$ cat src/rtl/arbitro_pkg.sv
// rtl/arbitro_pkg.sv - shared types and grant encodings for the two-way peripheral arbiter
package arbitro_pkg;

  typedef enum logic [1:0] {
    IDLE  = 2'd0,
    REQ   = 2'd1,
    ACK   = 2'd2,
    DRAIN = 2'd3
  } estado_t;

  localparam logic [1:0] GNT_NONE = 2'b00;
  localparam logic [1:0] GNT_A    = 2'b01;
  localparam logic [1:0] GNT_B    = 2'b10;

  // prio=0 favours A, prio=1 favours B when both are eligible.
  function automatic logic [1:0] pick_winner(input logic elig_a, input logic elig_b,
                                             input logic prio);
    logic [1:0] w;
    w = GNT_NONE;
    if (elig_a && elig_b) w = prio ? GNT_B : GNT_A;
    else if (elig_a)      w = GNT_A;
    else if (elig_b)      w = GNT_B;
    return w;
  endfunction

endpackage

$ cat src/rtl/sync_2ff.sv
// rtl/sync_2ff.sv - two-flop synchronizer for a single asynchronous level
module sync_2ff (
  input  logic clk,
  input  logic rst_n,
  input  logic d,
  output logic q
);

  logic meta;

  always_ff @(posedge clk or negedge rst_n) begin
    if (!rst_n) begin
      meta <= 1'b0;
      q    <= 1'b0;
    end else begin
      meta <= d;
      q    <= meta;
    end
  end

endmodule

$ cat src/rtl/arbitro_periferico.sv
// rtl/arbitro_periferico.sv - round-robin arbiter sharing one send/ack peripheral between two requesters
module arbitro_periferico
  import arbitro_pkg::*;
#(
  parameter int DATA_W  = 4,
  parameter int TIMEOUT = 16
) (
  input  logic              clk,
  input  logic              rst,
  input  logic              sendA,
  input  logic [DATA_W-1:0] dadosA,
  output logic              ackA,
  input  logic              sendB,
  input  logic [DATA_W-1:0] dadosB,
  output logic              ackB,
  output logic              send_out,
  output logic [DATA_W-1:0] dados_out,
  input  logic              ack_in,
  output logic [1:0]        grant,
  output logic [1:0]        estado,
  output logic              timeout_err,
  output logic [7:0]        xfer_cnt
);

  localparam logic [7:0] CNT_LAST = 8'(TIMEOUT - 1);

  estado_t             state, state_d;
  logic [7:0]          cnt, cnt_d;
  logic                prio, prio_d;
  logic                ack_s;
  logic [1:0]          winner;
  logic                granted_send;
  logic [1:0]          grant_d;
  logic                send_d;
  logic [DATA_W-1:0]   dados_d;
  logic                acka_d, ackb_d;
  logic                terr_d;
  logic [7:0]          xcnt_d;

  sync_2ff u_sync_ack (
    .clk   (clk),
    .rst_n (rst),
    .d     (ack_in),
    .q     (ack_s)
  );

  assign winner       = pick_winner(sendA & ~ackA, sendB & ~ackB, prio);
  assign granted_send = (grant == GNT_B) ? sendB : sendA;
  assign estado       = state;

  always_comb begin
    state_d = state;
    cnt_d   = cnt;
    prio_d  = prio;
    grant_d = grant;
    send_d  = send_out;
    dados_d = dados_out;
    acka_d  = ackA;
    ackb_d  = ackB;
    terr_d  = 1'b0;
    xcnt_d  = xfer_cnt;

    case (state)
      IDLE: begin
        // A lingering ack from the previous transfer blocks new grants.
        if (!ack_s && winner != GNT_NONE) begin
          state_d = REQ;
          grant_d = winner;
          send_d  = 1'b1;
          dados_d = (winner == GNT_B) ? dadosB : dadosA;
          cnt_d   = 8'd0;
        end
      end

      REQ: begin
        cnt_d = cnt + 8'd1;
        if (ack_s) begin
          state_d = ACK;
          send_d  = 1'b0;
          acka_d  = (grant == GNT_A);
          ackb_d  = (grant == GNT_B);
        end else if (cnt == CNT_LAST) begin
          state_d = DRAIN;
          send_d  = 1'b0;
          terr_d  = 1'b1;
        end
      end

      ACK: begin
        if (!granted_send && !ack_s) begin
          state_d = IDLE;
          acka_d  = 1'b0;
          ackb_d  = 1'b0;
          grant_d = GNT_NONE;
          prio_d  = (grant == GNT_A);
          xcnt_d  = xfer_cnt + 8'd1;
        end
      end

      DRAIN: begin
        // Aborted requester keeps send high and competes again from IDLE.
        if (!ack_s) begin
          state_d = IDLE;
          grant_d = GNT_NONE;
          prio_d  = (grant == GNT_A);
        end
      end

      default: state_d = IDLE;
    endcase
  end

  always_ff @(posedge clk or negedge rst) begin
    if (!rst) begin
      state       <= IDLE;
      cnt         <= 8'd0;
      prio        <= 1'b0;
      grant       <= GNT_NONE;
      send_out    <= 1'b0;
      dados_out   <= '0;
      ackA        <= 1'b0;
      ackB        <= 1'b0;
      timeout_err <= 1'b0;
      xfer_cnt    <= 8'd0;
    end else begin
      state       <= state_d;
      cnt         <= cnt_d;
      prio        <= prio_d;
      grant       <= grant_d;
      send_out    <= send_d;
      dados_out   <= dados_d;
      ackA        <= acka_d;
      ackB        <= ackb_d;
      timeout_err <= terr_d;
      xfer_cnt    <= xcnt_d;
    end
  end

endmodule
$ cat config.mk
export PLATFORM = sky130hd
export DESIGN_NAME = arbitro_periferico
export DESIGN_NICKNAME = d
export VERILOG_FILES = /design/src/rtl/arbitro_pkg.sv /design/src/rtl/sync_2ff.sv /design/src/rtl/arbitro_periferico.sv
export SDC_FILE = /design/constraint.sdc
export NUM_CORES = 1
export LEC_CHECK = 0
export ABC_CLOCK_PERIOD_IN_PS = 1700
export CAP_MARGIN = 5
export CORE_MARGIN = 10
export CORE_UTILIZATION = 46
export CTS_BUF_LIST = sky130_fd_sc_hd__clkbuf_8
export DETAILED_ROUTE_END_ITERATION = 12
export HOLD_SLACK_MARGIN = 0.03
export PLACE_DENSITY_LB_ADDON = 0.1
export RECOVER_POWER = 25
export SLEW_MARGIN = 5
export SYNTH_ARGS = -nofsm -noshare
export SYNTH_HDL_FRONTEND = slang
export SYNTH_SLANG_ARGS = --single-unit
$ cat constraint.sdc
create_clock -name clk -period 1.7 [get_ports clk]
set_clock_uncertainty 0.05 [all_clocks]
set_input_delay 0.34 -clock clk [delete_from_list [all_inputs] [get_ports clk]]
set_output_delay 0.34 -clock clk [all_outputs]
set_load 0.02 [all_outputs]
==> qor.yml, run 1 <==
logic_synthesis:
  seq_area_frac_synth: 0.5268
  synthesis.nets: 153
  synth.cell_area_um2: 1473
  ys_types: 36
  synth_cells: 138
  synth-seq-cells: 31
  syn_avg_cell_area_um2: 10.67
  yosys_warnings: 0
clock_network:
  clock-sinks: 31
  cts-buffers-inserted: 5
  clk_pin_slew_worst_paths_ps: 70
  tritoncts: "done"
  clock_latency_ps: 280
  root_buffer: "clkbuf_8"
  ctsHtreeMaxLevel: 2
  cts_buffer_depth: 2
  cts_setup_buffers: 0
power:
  p_int_mw: 2.108
  peakVddDrop_mv: 1.070
  pwr-share-clk: 0.224
  finalPower_mw: 3.385
  switchingPower_mw: 1.278
  sw_frac_of_total: 0.3774
  power.density_nw_per_um2: 1647
  combPwrFrac: 0.416
  p_seq_frac: 0.360
  p_leak_nw: 0.9704
timing:
  finalSetupViolCount: 0
  max_slew_margin: 0.4875
  timing.final.crit_share: 0.9737
  drv_slew: 0
  fmax_ghz: 0.6041
  tns_ps: 0
  worst_pin_slew_ps: 768.7
  rsz0062_at_grt: "false"
  finalHoldViolCount: 0
  fin_crit_ps: 1655
drt:
  route.detailed.drc: 0
  via_per_inst: 5.104
  ant_nets: 0
  wire_per_inst_um: 14.42
  dr.first_iter.drc_count: 60
  vias: 1179
  drtPass1Iterations: 4
  drt-total-wl_um: 3332
global_routing:
  antenna_found_initial: 0
  grt_pass1_wl_um: 5823
  grt_pass1_vias: 1209
  grt_start_max_net_pins: 32
  grt-ovfl-total: 0
  track_usage: 0.1213
worst_setup_path:
  crit_path_end_kind: "primary output"
  cp_max_fo: 4
  slowest_delay_ps: 610
  arrival_ps: 1270
  cp_data_required_time_ps: 1310
  crit_chain: "clkdlybuf4s50_1"
  critical-path-top-delay-family: "buffers and inverters"
  cp_slowest_cell: "clkdlybuf4s50_1"
  r2r_slack_ps: 90
  path_buf_inv: 1
  start_kind: "flop"
  crit_type: "flop to primary output"
finish:
  num-nets-final: 201
  postLayoutCoreUtil: 0.6734
  antenna_cells: 0
  layout_commonest_cell: "dfrtp_1"
  area.growth.synth_to_final_pct: 39.59
  finish.instance_area_um2: 2056
  drive_above_1_share: 0.1872
  final_cell_mix: "29 x dfrtp_1, 19 x nand2_1, 18 x clkdlybuf4s50_1"
  stdcell_count: 231
placed_design:
  port_buffers: 32
  place.gp.congestion: 0.8068
  dp_cells: 223
  dpl-instance-area_um2: 1932
  dp_hpwl_um: 2550
die:
  rows: 20
  die-area_um2: 5865
  io_pins: 33
  core_um2: 3053
  die_y_um: 76.58
  start_util: 0.4824
  fp.dieW_um: 76.58
flow_run:
  cap_violations: 0
run_status:
  status: "finished clean"
min_path:
  hold_path_class: "flop to flop"
==> cell families after synthesis <==
kind of cell	synth area share
AND/OR/NAND/NOR	0.2167
buffers and inverters	0.03143
multiplexers	0.05862
flip-flops	0.5268
XOR/XNOR	0.05353
adder cells (fa/ha/maj)	0.01699
AO/OA/AOI/OAI	0.09601
==> layer usage <==
metal,wire (um),global-route usage,vias to the layer above
met5,0,0,-
met4,40,0.04461,0
met3,238,0.06250,4
met2,1612,0.1905,29
met1,1440,0.1375,567
li1,-,-,579
==> what timing repair did <==
item	4_1_cts	5_1_grt
pin swaps	0	0
endpoints found under the setup margin	7	6
hold buffers	0	0
gates resized for setup	7	6
hold endpoints to repair	0	0
cloned	0	0
==> per-stage QoR <==
stage	setup WS [ps]	hold slack [ps]
6_report	44.71	313.0
5_1_grt	4.874	341.4
4_1_cts	6.872	319.3
3_5_place_dp	-160.8	288.0
3_3_place_gp	-101.2	287.9
2_1_floorplan	-2.149	-5.591
==> cells in the mapped netlist <==
master    instances  area share
nand4b_1          1      0.0059
xnor2_1           1      0.0059
o21a_1            1      0.0051
nand2_1          19       0.048
buf_2             4       0.014
nor3_2            1      0.0068
nand4_1           2      0.0085
clkbuf_1          1      0.0025
nand2b_1          2      0.0085
nor2_1            1      0.0025
nor3_1            4       0.014
o21ai_0           9       0.031
nor2b_1           5       0.021
nor4_2            4       0.034
dfrtp_1          31        0.53
o22ai_1           3       0.013
o21ba_2           1      0.0068
inv_1             6       0.015
ha_1              2       0.017
mux2_4            1       0.010
xor2_1            8       0.048
and2_1            1      0.0043
a31oi_1           1      0.0043
and3_1            1      0.0043
a21boi_2          1      0.0076
nor3_4            1       0.011
a31o_2            1      0.0059
mux2i_1           6       0.041
nor3b_1           1      0.0051
o32ai_1           1      0.0059
nor4_1            1      0.0043
a21oi_1           5       0.017
nor4b_1           1      0.0059
nand3_1           8       0.027
mux2_1            1      0.0076
nand3b_1          1      0.0051
==> power groups by stage <==
stage	clock [mW]	combinational (mW)	sequential [mW]
2_1_floorplan	0	0.622	1.40
3_3_place_gp	0	1.44	1.22
6_report	0.758	1.41	1.22
4_1_cts	0.770	1.44	1.22
5_1_grt	0.810	1.56	1.27
3_5_place_dp	0	1.48	1.24
==> sequential cells by signal, summed over array words and instances (netlist names) <==
| name | count |
|---|---|
| timeout_err | 1 |
| ackA | 1 |
| dados_out | 4 |
| send_out | 1 |
| cnt | 8 |
| prio | 1 |
| xfer_cnt | 8 |
| u_sync_ack.q | 1 |
| estado | 2 |
| u_sync_ack.meta | 1 |
| grant | 2 |
| ackB | 1 |
==> path summary, 6_finish.rpt <==
kind,start,endpoint,cells past startpoint
max in group asynchronous,rst,grant[1]$_DFFE_PN0P_,2
worst min-delay path,u_sync_ack.meta$_DFF_PN0_,u_sync_ack.q$_DFF_PN0_,0
worst min register to register,u_sync_ack.meta$_DFF_PN0_,u_sync_ack.q$_DFF_PN0_,0
min in group asynchronous,rst,send_out$_DFFE_PN0P_,2
worst max register to register,grant[1]$_DFFE_PN0P_,xfer_cnt[1]$_DFFE_PN0P_,4
worst max-delay path,grant[1]$_DFFE_PN0P_,grant[1],1
==> area by class of cell <==
type	instances	area, um^2
Fill cell	265	997.2
Sequential cell	31	778.2
Multi-Input combinational cell	96	655.6
Timing Repair Buffer	46	426.7
Clock buffer	6	82.58
Tap cell	44	55.05
Clock inverter	2	35.03
Inverter	6	22.52
Power figures use the tool's default switching activity.
==> inputs of run 2 (changes only) <==
--- a/config.mk
+++ b/config.mk
@@ -8,7 +8,7 @@
 export ABC_CLOCK_PERIOD_IN_PS = 1700
 export CAP_MARGIN = 5
 export CORE_MARGIN = 10
-export CORE_UTILIZATION = 46
+export CORE_UTILIZATION = 35
 export CTS_BUF_LIST = sky130_fd_sc_hd__clkbuf_8
 export DETAILED_ROUTE_END_ITERATION = 12
 export HOLD_SLACK_MARGIN = 0.03
==> run 2 against run 1 <==
Effect of this change: worst hold slack got worse by 14 ps; via count shrank 1.7%; routed wire length up 4.2%; cell count increased by 1.7%; setup slack improved by 7.5 ps; total power down 6.9%; register-to-register slack lost 20 ps; first-iteration DRC count down 17%; global-route usage down 1.9 points; flip-flop and latch count is the same; largest power group unchanged.
==> qor.yml, run 2 (synthesis gave the netlist of run 1 again) <==
run_status:
  status: "finished clean"
drt:
  wire_per_inst_um: 14.78  # +2.5%
  via_per_inst: 4.932  # -3.4%
  drtPass1Iterations: 4  # unchanged
  dr.first_iter.drc_count: 50  # -17%
  route.detailed.drc: 0  # unchanged
  vias: 1159  # -1.7%
  drt-total-wl_um: 3473  # +4.2%
  ant_nets: 0  # unchanged
min_path:
  hold_path_class: "flop to flop"
  hp-start: "u_sync_ack.meta$_DFF_PN0_"
  hold_path_end: "u_sync_ack.q$_DFF_PN0_"
  whs_path_depth: 0  # unchanged
die:
  core_um2: 4029  # +32%
  io_pins: 33  # unchanged
  fp.dieW_um: 84.87  # +11%
  die_y_um: 84.87  # +11%
  die-area_um2: 7202  # +23%
  start_util: 0.3655  # -0.1168
  rows: 23  # +15%
finish:
  reg_top3: "cnt (8), xfer_cnt (8), dados_out (4)"
  postLayoutCoreUtil: 0.5028  # -0.1706
  drive_above_1_share: 0.1784  # -0.008787
  antenna_cells: 0  # unchanged
  finish.instance_area_um2: 2026  # -1.5%
  num-nets-final: 200  # -0.50%
  final_cell_mix: "29 x dfrtp_1, 19 x nand2_1, 17 x clkdlybuf4s50_1"
  area.growth.synth_to_final_pct: 37.55
  layout_commonest_cell: "dfrtp_1"
timing:
  finalHoldViolCount: 0  # unchanged
  timing.final.crit_share: 0.9693  # -0.004395
  max_slew_margin: 0.4793  # -0.008215
  worst_pin_slew_ps: 781.1  # +12.32 ps
  setup_ws_ps: 52.18  # +7.471 ps
  drv_slew: 0  # unchanged
  fmax_ghz: 0.6069  # +0.45%
  finalSetupViolCount: 0  # unchanged
  tns_ps: 0  # unchanged
  holdWs_ps: 299.1  # -13.89 ps
  fin_crit_ps: 1648  # -7.471 ps
power:
  p_leak_nw: 0.9764  # +0.61%
  peakVddDrop_mv: 0.6099  # -43%
  power.density_nw_per_um2: 1555  # -5.6%
worst_setup_path:
  rr_startpoint: "grant[1]$_DFFE_PN0P_"
  start_kind: "flop"
  crit_path_end_kind: "primary output"
  crit_type: "flop to primary output"
  reg2reg_depth: 4  # unchanged
  critical-path-top-delay-family: "buffers and inverters"
  crit_chain: "clkdlybuf4s50_1"
  cp_max_fo: 4  # unchanged
  arrival_ps: 1260  # about the same
  path_buf_inv: 1  # unchanged
  r2r_slack_ps: 70  # -20 ps
  timing.rr.end: "xfer_cnt[1]$_DFFE_PN0P_"
  path_depth: 1  # unchanged
  slowest_delay_ps: 610  # about the same
  cp_slowest_cell: "clkdlybuf4s50_1"
  cp_data_required_time_ps: 1310  # about the same
placed_design:
  dpl-instance-area_um2: 1932  # unchanged
  place.gp.congestion: 0.7940  # -1.6%
  post-place-ws_ps: -200.2  # -39.36 ps
  dp_hpwl_um: 2645  # +3.7%
  port_buffers: 32  # unchanged
flow_run:
  cap_violations: 0  # unchanged
global_routing:
  grt_start_max_net_pins: 32  # unchanged
  grt-ovfl-total: 0  # unchanged
  grt_pass1_vias: 1265  # +4.6%
  grt_pass1_wl_um: 6106  # +4.9%
  track_usage: 0.1026  # -0.01872
  antenna_found_initial: 0  # unchanged
clock_network:
  hold_buffers: 0  # unchanged
  cts_buffer_depth: 2  # unchanged
  tritoncts: "done"
  ctsHtreeMaxLevel: 2  # unchanged
  clk_pin_slew_worst_paths_ps: 60  # about the same
  root_buffer: "clkbuf_8"
  clock_latency_ps: 270  # about the same
  cts_setup_buffers: 0  # unchanged
  cts-buffers-inserted: 5  # unchanged
  clock-sinks: 31  # unchanged
[run 2: timing repair]
| action | in CTS | in global routing |
|---|---|---|
| resized for setup | 6 | 10 |
| hold endpoints to repair | 0 | 0 |
| endpoints found under the setup margin | 6 | 12 |
[run 2: worst max path at each step]
stage | startpoint | end | slack (ps)
detailed placement | sendB | dados_out[0]$_DFFE_PN0P_ | -200
global placement | sendB | dados_out[3]$_DFFE_PN0P_ | -150
finish | grant[1]$_DFFE_PN0P_ | grant[1] | 50
floorplan | grant[0]$_DFFE_PN0P_ | xfer_cnt[1]$_DFFE_PN0P_ | -2
CTS | xfer_cnt[1]$_DFFE_PN0P_ | xfer_cnt[1] | 10
global route | grant[1]$_DFFE_PN0P_ | xfer_cnt[1]$_DFFE_PN0P_ | -2
[run 2: through the flow]
step | total power [mW] | instances
after floorplan | 2.018 | 138
after global placement | 2.685 | 228
after detailed placement | 2.725 | 228
after CTS | 3.209 | 235
after global routing | 3.414 | 235
final | 3.150 | 235
[run 2: power by group]
part / switching (mW) / internal, mW
Sequential: 0.238 / 0.985
Clock: 0.245 / 0.269
Combinational: 0.763 / 0.651
Total: 1.25 / 1.91
[run 2: per-layer routing]
metal / global-route usage / wire (um) / up-vias
li1: - / - / 572
met1: 0.1212 / 1559 / 542
met2: 0.1517 / 1535 / 39
met3: 0.05545 / 324 / 6
met4: 0.04192 / 54 / 0
met5: 0 / 0 / -
[run 2: final cells by class]
| class | instances | area (um^2) |
|---|---|---|
| clock inverter | 2 | 7.507 |
| multi-input combinational | 96 | 660.6 |
| sequential | 31 | 778.2 |
| timing repair buffer | 45 | 425.4 |
| tap | 50 | 62.56 |
| inverter | 6 | 22.52 |
| fill | 398 | 2003 |
| clock buffer | 5 | 68.82 |
==> inputs of run 3 (changes only) <==
--- a/config.mk
+++ b/config.mk
@@ -8,7 +8,7 @@
 export ABC_CLOCK_PERIOD_IN_PS = 1700
 export CAP_MARGIN = 5
 export CORE_MARGIN = 10
-export CORE_UTILIZATION = 35
+export CORE_UTILIZATION = 46
 export CTS_BUF_LIST = sky130_fd_sc_hd__clkbuf_8
 export DETAILED_ROUTE_END_ITERATION = 12
 export HOLD_SLACK_MARGIN = 0.03
==> results of run 3 <==
Same layout as run 1: the final DEF is identical, and so are final timing and power.
